File: src/rtl/sample_frame_packetizer.sv
// Drains the capture FIFO on pause and emits one framed byte stream:
// header, 16-bit samples MSB-first, trailer, 16-bit sample count.
module sample_frame_packetizer #(
  parameter int          DATA_W   = 12,
  parameter int          CNT_W    = 16,
  parameter logic [7:0]  HDR_BYTE = 8'hA5,
  parameter logic [7:0]  TRL_BYTE = 8'h5A
) (
  input  logic              clk,
  input  logic              rstn,
  input  logic [3:0]        capture_state,
  input  logic              fifo_empty,
  input  logic [DATA_W-1:0] fifo_dout,
  output logic              fifo_rd_en,
  output logic [7:0]        tx_data,
  output logic              tx_valid,
  input  logic              tx_ready,
  output logic              busy,
  output logic [CNT_W-1:0]  frame_cnt
);

  localparam logic [3:0] CAP_PAUSE = 4'b0100;

  typedef enum logic [3:0] {
    S_IDLE,
    S_HDR,
    S_RD,
    S_WAIT,
    S_SHI,
    S_SLO,
    S_TRL,
    S_CHI,
    S_CLO,
    S_DONE
  } state_t;

  state_t           state_q, state_d;
  logic [15:0]      sample_q, sample_d;
  logic [CNT_W-1:0] cnt_q, cnt_d;
  logic [CNT_W-1:0] frame_cnt_q, frame_cnt_d;
  logic [7:0]       tx_data_q, tx_data_d;
  logic             tx_valid_q, tx_valid_d;
  logic             busy_q, busy_d;
  logic             xfer;
  logic             pause;

  assign xfer  = tx_valid_q & tx_ready;
  assign pause = (capture_state == CAP_PAUSE);

  always_comb begin
    state_d     = state_q;
    sample_d    = sample_q;
    cnt_d       = cnt_q;
    frame_cnt_d = frame_cnt_q;
    fifo_rd_en  = 1'b0;
    unique case (state_q)
      S_IDLE: begin
        if (pause) begin
          state_d = S_HDR;
          cnt_d   = '0;
        end
      end
      S_HDR: begin
        if (xfer) state_d = S_RD;
      end
      S_RD: begin
        if (!fifo_empty) begin
          fifo_rd_en = 1'b1;
          state_d    = S_WAIT;
        end else begin
          state_d = S_TRL;
        end
      end
      S_WAIT: begin
        sample_d = 16'(fifo_dout);
        state_d  = S_SHI;
      end
      S_SHI: begin
        if (xfer) state_d = S_SLO;
      end
      S_SLO: begin
        if (xfer) begin
          if (cnt_q != '1) cnt_d = cnt_q + CNT_W'(1);
          state_d = S_RD;
        end
      end
      S_TRL: begin
        if (xfer) state_d = S_CHI;
      end
      S_CHI: begin
        if (xfer) state_d = S_CLO;
      end
      S_CLO: begin
        if (xfer) begin
          frame_cnt_d = cnt_q;
          state_d     = S_DONE;
        end
      end
      S_DONE: begin
        if (!pause) state_d = S_IDLE;
      end
      default: state_d = S_IDLE;
    endcase
  end

  // Byte outputs are registered against the state being entered,
  // so tx_valid rises on the same edge the state does.
  always_comb begin
    tx_valid_d = 1'b0;
    tx_data_d  = tx_data_q;
    busy_d     = (state_d != S_IDLE) && (state_d != S_DONE);
    unique case (state_d)
      S_HDR: begin
        tx_valid_d = 1'b1;
        tx_data_d  = HDR_BYTE;
      end
      S_SHI: begin
        tx_valid_d = 1'b1;
        tx_data_d  = sample_d[15:8];
      end
      S_SLO: begin
        tx_valid_d = 1'b1;
        tx_data_d  = sample_d[7:0];
      end
      S_TRL: begin
        tx_valid_d = 1'b1;
        tx_data_d  = TRL_BYTE;
      end
      S_CHI: begin
        tx_valid_d = 1'b1;
        tx_data_d  = cnt_d[15:8];
      end
      S_CLO: begin
        tx_valid_d = 1'b1;
        tx_data_d  = cnt_d[7:0];
      end
      default: ;
    endcase
  end

  always_ff @(posedge clk) begin
    if (!rstn) begin
      state_q     <= S_IDLE;
      sample_q    <= '0;
      cnt_q       <= '0;
      frame_cnt_q <= '0;
      tx_data_q   <= '0;
      tx_valid_q  <= 1'b0;
      busy_q      <= 1'b0;
    end else begin
      state_q     <= state_d;
      sample_q    <= sample_d;
      cnt_q       <= cnt_d;
      frame_cnt_q <= frame_cnt_d;
      tx_data_q   <= tx_data_d;
      tx_valid_q  <= tx_valid_d;
      busy_q      <= busy_d;
    end
  end

  assign tx_data   = tx_data_q;
  assign tx_valid  = tx_valid_q;
  assign busy      = busy_q;
  assign frame_cnt = frame_cnt_q;

endmodule

File: config.mk
export PLATFORM = sky130hd
export DESIGN_NAME = sample_frame_packetizer
export DESIGN_NICKNAME = d
export VERILOG_FILES = /design/src/rtl/sample_frame_packetizer.sv
export SDC_FILE = /design/constraint.sdc
export NUM_CORES = 1
export LEC_CHECK = 0
export CORE_ASPECT_RATIO = 1.25
export CORE_MARGIN = 3
export CORE_UTILIZATION = 50
export CTS_BUF_LIST = sky130_fd_sc_hd__clkbuf_4
export DETAILED_ROUTE_END_ITERATION = 8
export PLACE_DENSITY = 0.87
export SYNTH_ARGS = -nofsm -noshare
export SYNTH_HDL_FRONTEND = slang
export SYNTH_SLANG_ARGS = --single-unit
File: constraint.sdc
create_clock -name clk -period 4.4 [get_ports clk]
set_input_delay 0.44 -clock clk [delete_from_list [all_inputs] [get_ports clk]]
set_output_delay 0.44 -clock clk [all_outputs]
set_load 0.03 [all_outputs]
[Word level (Yosys, flattened, before mapping)]
Index checks and enable logic that the tools add are counted.
Cells by class
  shifts and indexed selects: 0
  order comparisons: 0
  div/mod/pow operators: 0
  multiply operators: 0
  $add $sub $neg: 1
  bitwise logic cells: 1
  multiplexer cells: 18
  reduce and logical (&&, ||, !) cells: 7
  equality and inequality tests: 18
Operators by type and width (count)
  $mux 16: 4
  $pmux 8 s6: 1
  $eq 4x3->1 const B: 9
  $pmux 4 s9: 1
  $pmux 16 s2: 1
  $mux 4: 7
  $add 16x1->16 const B: 1
  $ne 16x16->1 const B: 1
  $eq 4x4->1 const B: 3
  $eq 4x1->1 const B: 2
  $eq 4x2->1 const B: 2
  $reduce_bool 6->1: 1
  $reduce_or 6->1: 1
  $logic_not 4->1: 1
  $ne 4x4->1 const B: 1
  $reduce_bool 4->1: 1
  $mux 1: 3
  $mux 3: 1
  $reduce_and 2->1: 1
  $reduce_or 2->1: 1
  $and 1x1->1: 1
  $logic_and 1x1->1: 1
Word-level totals
  flip-flop bits (word level): 62
  memory bits (read-only): 0
  memories kept: 0
  bits of input ports: 20
  word-level logic and storage cells: 52
  latch bits: 0
  output and inout port bits: 27
  memory bits (writable): 0

[Longest topological paths before layout]
Gate-level depths: netlist (run 1).
  depth in word-level cells: 6
  depth in mapped cells: 9
  depth with buffers taken out: 8

[Worst setup path after synthesis (run 1)]
Ideal clock, no wire load.
  path kind: input port to flip-flop
  from: input capture_state[1]
  to: register tx_data_q[7], in the netlist tx_data[7]
  arrival time: 2.289 ns
  cell stages on the path: 8
  setup slack: 1.972 ns
  cells stage by stage: or4b_1 -> or4_4 -> a31oi_4 -> nor2_2 -> buf_6 -> mux2i_1 -> a221oi_1 -> a211oi_2
On the way
  cells in the longest elaborated chain, start to end: 5
  elaborated cells between the ends (all ways): 14
  classes of those cells: 7 x eq/ne; 6 x mux; 1 x reduce/logical
Ends and longest elaborated chain
  start: declaration: RTL line 11  | input logic [3:0] capture_state,
  $eq 4x3->1 *: RTL line 48  | assign pause = (capture_state == CAP_PAUSE);
  $mux 4, on equally long branches: RTL line 100, 58
  $pmux 4 s9: RTL line 56  | unique case (state_q)
  $eq 4x4->1, or another cell as far along: RTL line 112  | unique case (state_d)
  $pmux 8 s6 or $reduce_bool 6->1 (tied branches)
  end signal: assignment: RTL line 155  | tx_data_q <= tx_data_d;
  end: declaration: RTL line 41  | logic [7:0] tx_data_q, tx_data_d;
Every way passes the cells marked *; elsewhere a longest branch is shown, timed or not.
A chain may end at the register's enable or synchronous reset.

[Worst setup path after layout (run 1)]
  from: input capture_state[1]
  to: register tx_data_q[3], in the netlist tx_data[3]
Same word-level chain as after synthesis.

==> results of run 1 <==
-- cell usage after synthesis (all sizes together) (6+ instances only) --
library cell | n | share of area (%)
a31oi | 6 | 1.8
nand4 | 6 | 1.3
dfxtp | 62 | 42
o21ai | 16 | 2.8
nor3 | 6 | 1.4
nor2 | 49 | 6.3
and2 | 15 | 3.1
clkbuf | 11 | 1.4
nand2 | 21 | 2.6
mux2i | 33 | 11
nand3 | 17 | 2.9
and3 | 10 | 2.3
a21oi | 13 | 2.3
buf | 8 | 1.8
-- per-layer routing --
metal	GRT usage (%)	part of all wire (%)	vias up
met5	0	0	-
met4	13.4	4.6	0
met3	4.34	5.4	31
met2	33.3	49	85
met1	26.9	41	1222
li1	-	-	1281
-- registers in the layout, summed over array words and instances, names as in the netlist --
signal,cells
cnt_q,16
tx_data,8
sample_q,16
busy,1
frame_cnt,16
state_q,4
tx_valid,1
-- worst max path at each step --
stage / startpoint / slack (ps) / endpoint / cells past startpoint
after floorplan: capture_state[1] / 1970 / tx_data[7]$_SDFFE_PN0P_ / 8
after global placement: capture_state[1] / 1420 / tx_data[6]$_SDFFE_PN0P_ / 8
after detailed placement: capture_state[1] / 1360 / tx_data[3]$_SDFFE_PN0P_ / 8
after CTS: capture_state[1] / 1780 / tx_data[3]$_SDFFE_PN0P_ / 8
after global routing: capture_state[1] / 1570 / tx_data[6]$_SDFFE_PN0P_ / 8
final: capture_state[1] / 1750 / tx_data[3]$_SDFFE_PN0P_ / 8
-- kinds of logic after synthesis --
| kind of cell | Yosys count |
|---|---|
| buf+inv | 21 |
| simple gates | 148 |
| flops | 62 |
| mux | 38 |
| compound gates | 62 |
| fa+ha+maj | 1 |
-- report_power, final --
| group | switching [mW] | total, mW | internal (mW) |
|---|---|---|---|
| logic | 0.0325 | 0.0625 | 0.0300 |
| clock network | 0.195 | 0.323 | 0.128 |
| registers | 0.00364 | 0.568 | 0.565 |
-- worst max-delay path, stage by stage --
cell and delay (ps):
clkdlybuf4s50_1 420, or4b_1 550, or4_4 450, a31oi_4 210
or2_1 360, mux2i_1 240, a32oi_1 120, a31oi_1 190
-- layout make-up --
cell class / instances / area share, %
timing repair buffer: 48 / 13.4
sequential: 62 / 35.0
tap: 64 / 2.26
clock buffer: 12 / 2.54
clock inverter: 3 / 0.353
multi-input combinational: 249 / 46.2
inverter: 2 / 0.212
==> out/metrics.yaml, run 1 <==
status: "complete, no violations"
fillerInstances: 489
worst_ep_required_time_ps: 4730
ys_seq_area_share_pct: 41.6
ctsResizeCount: 0
endpoint_kind: "flip-flop"
r2r-end: "tx_data[4]$_SDFFE_PN0P_"
max_freq_ghz: 0.378
place_ws_ps: 1360
ant_nets: 0
fin_tns_setup_ps: 0
clkSlewWorstSetupHoldPaths_ps: 90
final_nets: 393
min_period_over_period_pct: 60.1
async_flop_share_pct: 0
num_io_pins: 47
synthMuxAreaShare_pct: 13.0
final_common_cell: "dfxtp_1"
synthSimpleGateAreaFrac_pct: 26.3
synth-seq-cells: 62
cts_hold_buffers: 0
finalNonFillerCells: 440
synth_xor_area_share_pct: 0
drive_above_1_share_pct: 9.31
clockBufferDepth: 2
start_util_pct: 53.3
cts.sinks: 62
vias_per_cell: 5.95
synth_compound_area_share_pct: 15.3
relSlewSlack_pct: 38.2
place_area_sq_um: 3440
cts_setup_buffers: 0
yosys_most_used_dff: "dfxtp_1"
dp.final_hpwl_um: 5130
fin_ws_ps: 1750
min_to: "sample_q[13]$_SDFF_PN0_"
die_area_sq_um: 6930
finalHoldViolations: 0
syn_nets: 353
finalCriticalPeriod_ps: 2650
grt_overflow: 0
ff2ff_setup_slack_ps: 1940
whs_ps: 489
syn_area_per_cell_sq_um: 8.98
core_sq_um: 5590
worst_setup_path_start_kind: "primary input"
multi_input_area_sq_um: 1640
finalSetupViolCount: 0
first_pass_iters: 4
grt_pass1_vias: 2517
total_power_mw: 0.954
grt_pass1_wl_um: 11700
synthToLayoutAreaGrowth_pct: 18.9
hp-class: "reg -> reg"
grt_max_degree: 44
drc: 0
power.leakage_nw: 1.33
synthesis.area_sq_um: 2980
rows: 30
regArea_sq_um: 1240
power.density_nw_per_um2: 269
gr-usage-all-layers_pct: 21.6
root_buffer: "clkbuf_4"
min_path_cells: 1
final_area_sq_um: 3550
synth_fa_ha_area_share_pct: 0.420
synth_warnings: 0
synth-edff-count: 0
synthCells: 332
final_cell_mix: "dfxtp_1 (62), nor2_1 (48), clkdlybuf4s50_1 (46)"
worstMarginPinSlew_ps: 924
synth_top_family_by_area: "simple AND/OR/NAND/NOR gates"
grt_setup_unrepaired: "false"
slew_viol_final: 0
antenna_found_initial: 0
worstPathMaxFanout: 9
max_cap_viol_count: 0
htree_levels: 3
die_x_um: 75.1
clkLatencyLatePin_ps: 400
die_h_um: 92.3
avgRoutedWirePerCell_um: 15.9
antenna_cells: 0
cp_data_arrival_time_ps: 2970
r2r-start: "state_q[2]$_SDFF_PN0_"
vias: 2619
hold_path_startpoint: "sample_q[13]$_SDFF_PN0_"
crit_type: "in -> reg"
cts_tree: "built"
peakVddDrop_mv: 0.181
fin_skew_ps: 8.89
wl_um: 6980
portBuffers: 46
finalWeightedCongestion: 0.953
dp_cells: 425
drt_iter0_markers: 226
ff2ff_path_depth: 7
cts_buffers: 9
final_util_pct: 63.4
yosysUniqueCellTypes: 60
(Power assumes the default switching activity.)
==> inputs of run 2 (changes only) <==
clock period = 2.75 ns   (was 4.4 ns; I/O delays follow)
==> run 2 against run 1 <==
First-iteration DRC count rose by 11%; worst setup slack got worse by 1400 ps; sequential share of layout area down 0.81 points; register-to-register slack lost 1600 ps; critical path type is now reg -> reg; critical endpoint is now tx_data[4]$_SDFFE_PN0P_; largest power group unchanged.
==> out/metrics.yaml, run 2 (synthesis results as in run 1) <==
drc: 0
htree_levels: 3
die_x_um: 75.1
gr-usage-all-layers_pct: 22.0
grt_pass1_vias: 2554
fin_ws_ps: 320
clkSlewWorstSetupHoldPaths_ps: 100
antenna_cells: 0
grt_overflow: 0
r2r-start: "state_q[2]$_SDFF_PN0_"
finalSetupViolCount: 0
first_pass_iters: 4
final_cell_mix: "dfxtp_1 (62), nor2_1 (48), clkdlybuf4s50_1 (46)"
crit_type: "reg -> reg"
core_sq_um: 5590
dp_cells: 437
slew_viol_final: 0
endpoint: "tx_data[4]$_SDFFE_PN0P_"
power.leakage_nw: 1.39
min_period_over_period_pct: 88.4
num_io_pins: 47
finalNonFillerCells: 451
vias: 2666
ant_nets: 0
worstPathMaxFanout: 12
cts_tree: "built"
ff2ff_setup_slack_ps: 320
finalWeightedCongestion: 0.930
worstMarginPinSlew_ps: 645
drt_iter0_markers: 250
total_power_mw: 1.52
antenna_found_initial: 0
fin_skew_ps: 16.9
clockBufferDepth: 2
power.density_nw_per_um2: 417
avgRoutedWirePerCell_um: 15.7
r2r-end: "tx_data[4]$_SDFFE_PN0P_"
worst_ep_required_time_ps: 3050
path_cells: "or3b_1, a2bb2oi_1, nand3b_1, nor2_2, mux2_2, a21oi_1, o21ai_1"
die_area_sq_um: 6930
cp_num_buf_inv: 0
finalHoldViolations: 0
dp.final_hpwl_um: 5280
drive_above_1_share_pct: 12.1
grt_setup_unrepaired: "false"
endpoint_kind: "flip-flop"
final_util_pct: 64.9
grt_max_degree: 44
die_h_um: 92.3
cts_setup_buffers: 0
hp-class: "reg -> reg"
start_util_pct: 53.3
grt_pass1_wl_um: 11800
worst_setup_path_start_kind: "flip-flop"
peakVddDrop_mv: 0.287
crit_family: "simple AND/OR/NAND/NOR gates"
finalCriticalPeriod_ps: 2430
portBuffers: 46
synthToLayoutAreaGrowth_pct: 21.7
critPathLaunch: "state_q[2]$_SDFF_PN0_"
ctsResizeCount: 0
status: "complete, no violations"
cp_slowest_stage_delay_ps: 550
wl_um: 7090
vias_per_cell: 5.91
root_buffer: "clkbuf_4"
relSlewSlack_pct: 56.9
clkLatencyLatePin_ps: 410
place_ws_ps: -19.0
rows: 30
crit_path_top_delay_cell: "dfxtp_1"
final_common_cell: "dfxtp_1"
cp.depth: 7
cts.sinks: 62
cts_buffers: 9
cts_hold_buffers: 0
max_freq_ghz: 0.412
ff2ff_path_depth: 7
final_nets: 405
cp_data_arrival_time_ps: 2730
max_cap_viol_count: 0
[run 2: cell count changes in the layout (fill, tap and decap cells not counted)]
cell and change:
clkbuf_4 -1, buf_4 +12, clkinv_1 -1, clkinv_2 +1
[run 2: report_power, final]
group	leakage, nW	switching [mW]	internal (mW)	total, mW
clock	0.0600	0.309	0.191	0.500
combinational	0.833	0.0545	0.0520	0.106
sequential	0.500	0.00570	0.904	0.909
[run 2: layout make-up]
type | count | area (sq um)
Inverter | 2 | 7.51
Timing Repair Buffer | 60 | 566
Tap cell | 64 | 80.1
Multi-Input combinational cell | 249 | 1640
Clock buffer | 11 | 82.6
Fill cell | 474 | 1960
Clock inverter | 3 | 13.8
Sequential cell | 62 | 1240
[run 2: worst min path at each step]
stage / start / endpoint / depth (start not counted)
after CTS: fifo_dout[6] / sample_q[6]$_SDFF_PN0_ / 3
after global routing: sample_q[15]$_SDFF_PN0_ / sample_q[15]$_SDFF_PN0_ / 1
final: sample_q[15]$_SDFF_PN0_ / sample_q[15]$_SDFF_PN0_ / 1
after floorplan: fifo_dout[4] / sample_q[4]$_SDFF_PN0_ / 2
after detailed placement: sample_q[12]$_SDFF_PN0_ / sample_q[12]$_SDFF_PN0_ / 1
after global placement: sample_q[12]$_SDFF_PN0_ / sample_q[12]$_SDFF_PN0_ / 1
[run 2: stage by stage]
stage               area [sq um]  hold slack (ps)  setup TNS (ps)
finish                      3630              487               0
detailed placement          3530              473           -19.0
CTS                         3630              477               0
global route                3630              502               0
global placement            3530              463               0
floorplan                   2980              419               0
[run 2: metal layers]
| metal | GRT usage [%] | wire length (um) | vias up |
|---|---|---|---|
| met3 | 5.65 | 457 | 20 |
| met2 | 35.8 | 3510 | 97 |
| met5 | 0 | 0 | - |
| met1 | 26.7 | 2920 | 1242 |
| met4 | 9.35 | 197 | 0 |
| li1 | - | - | 1307 |
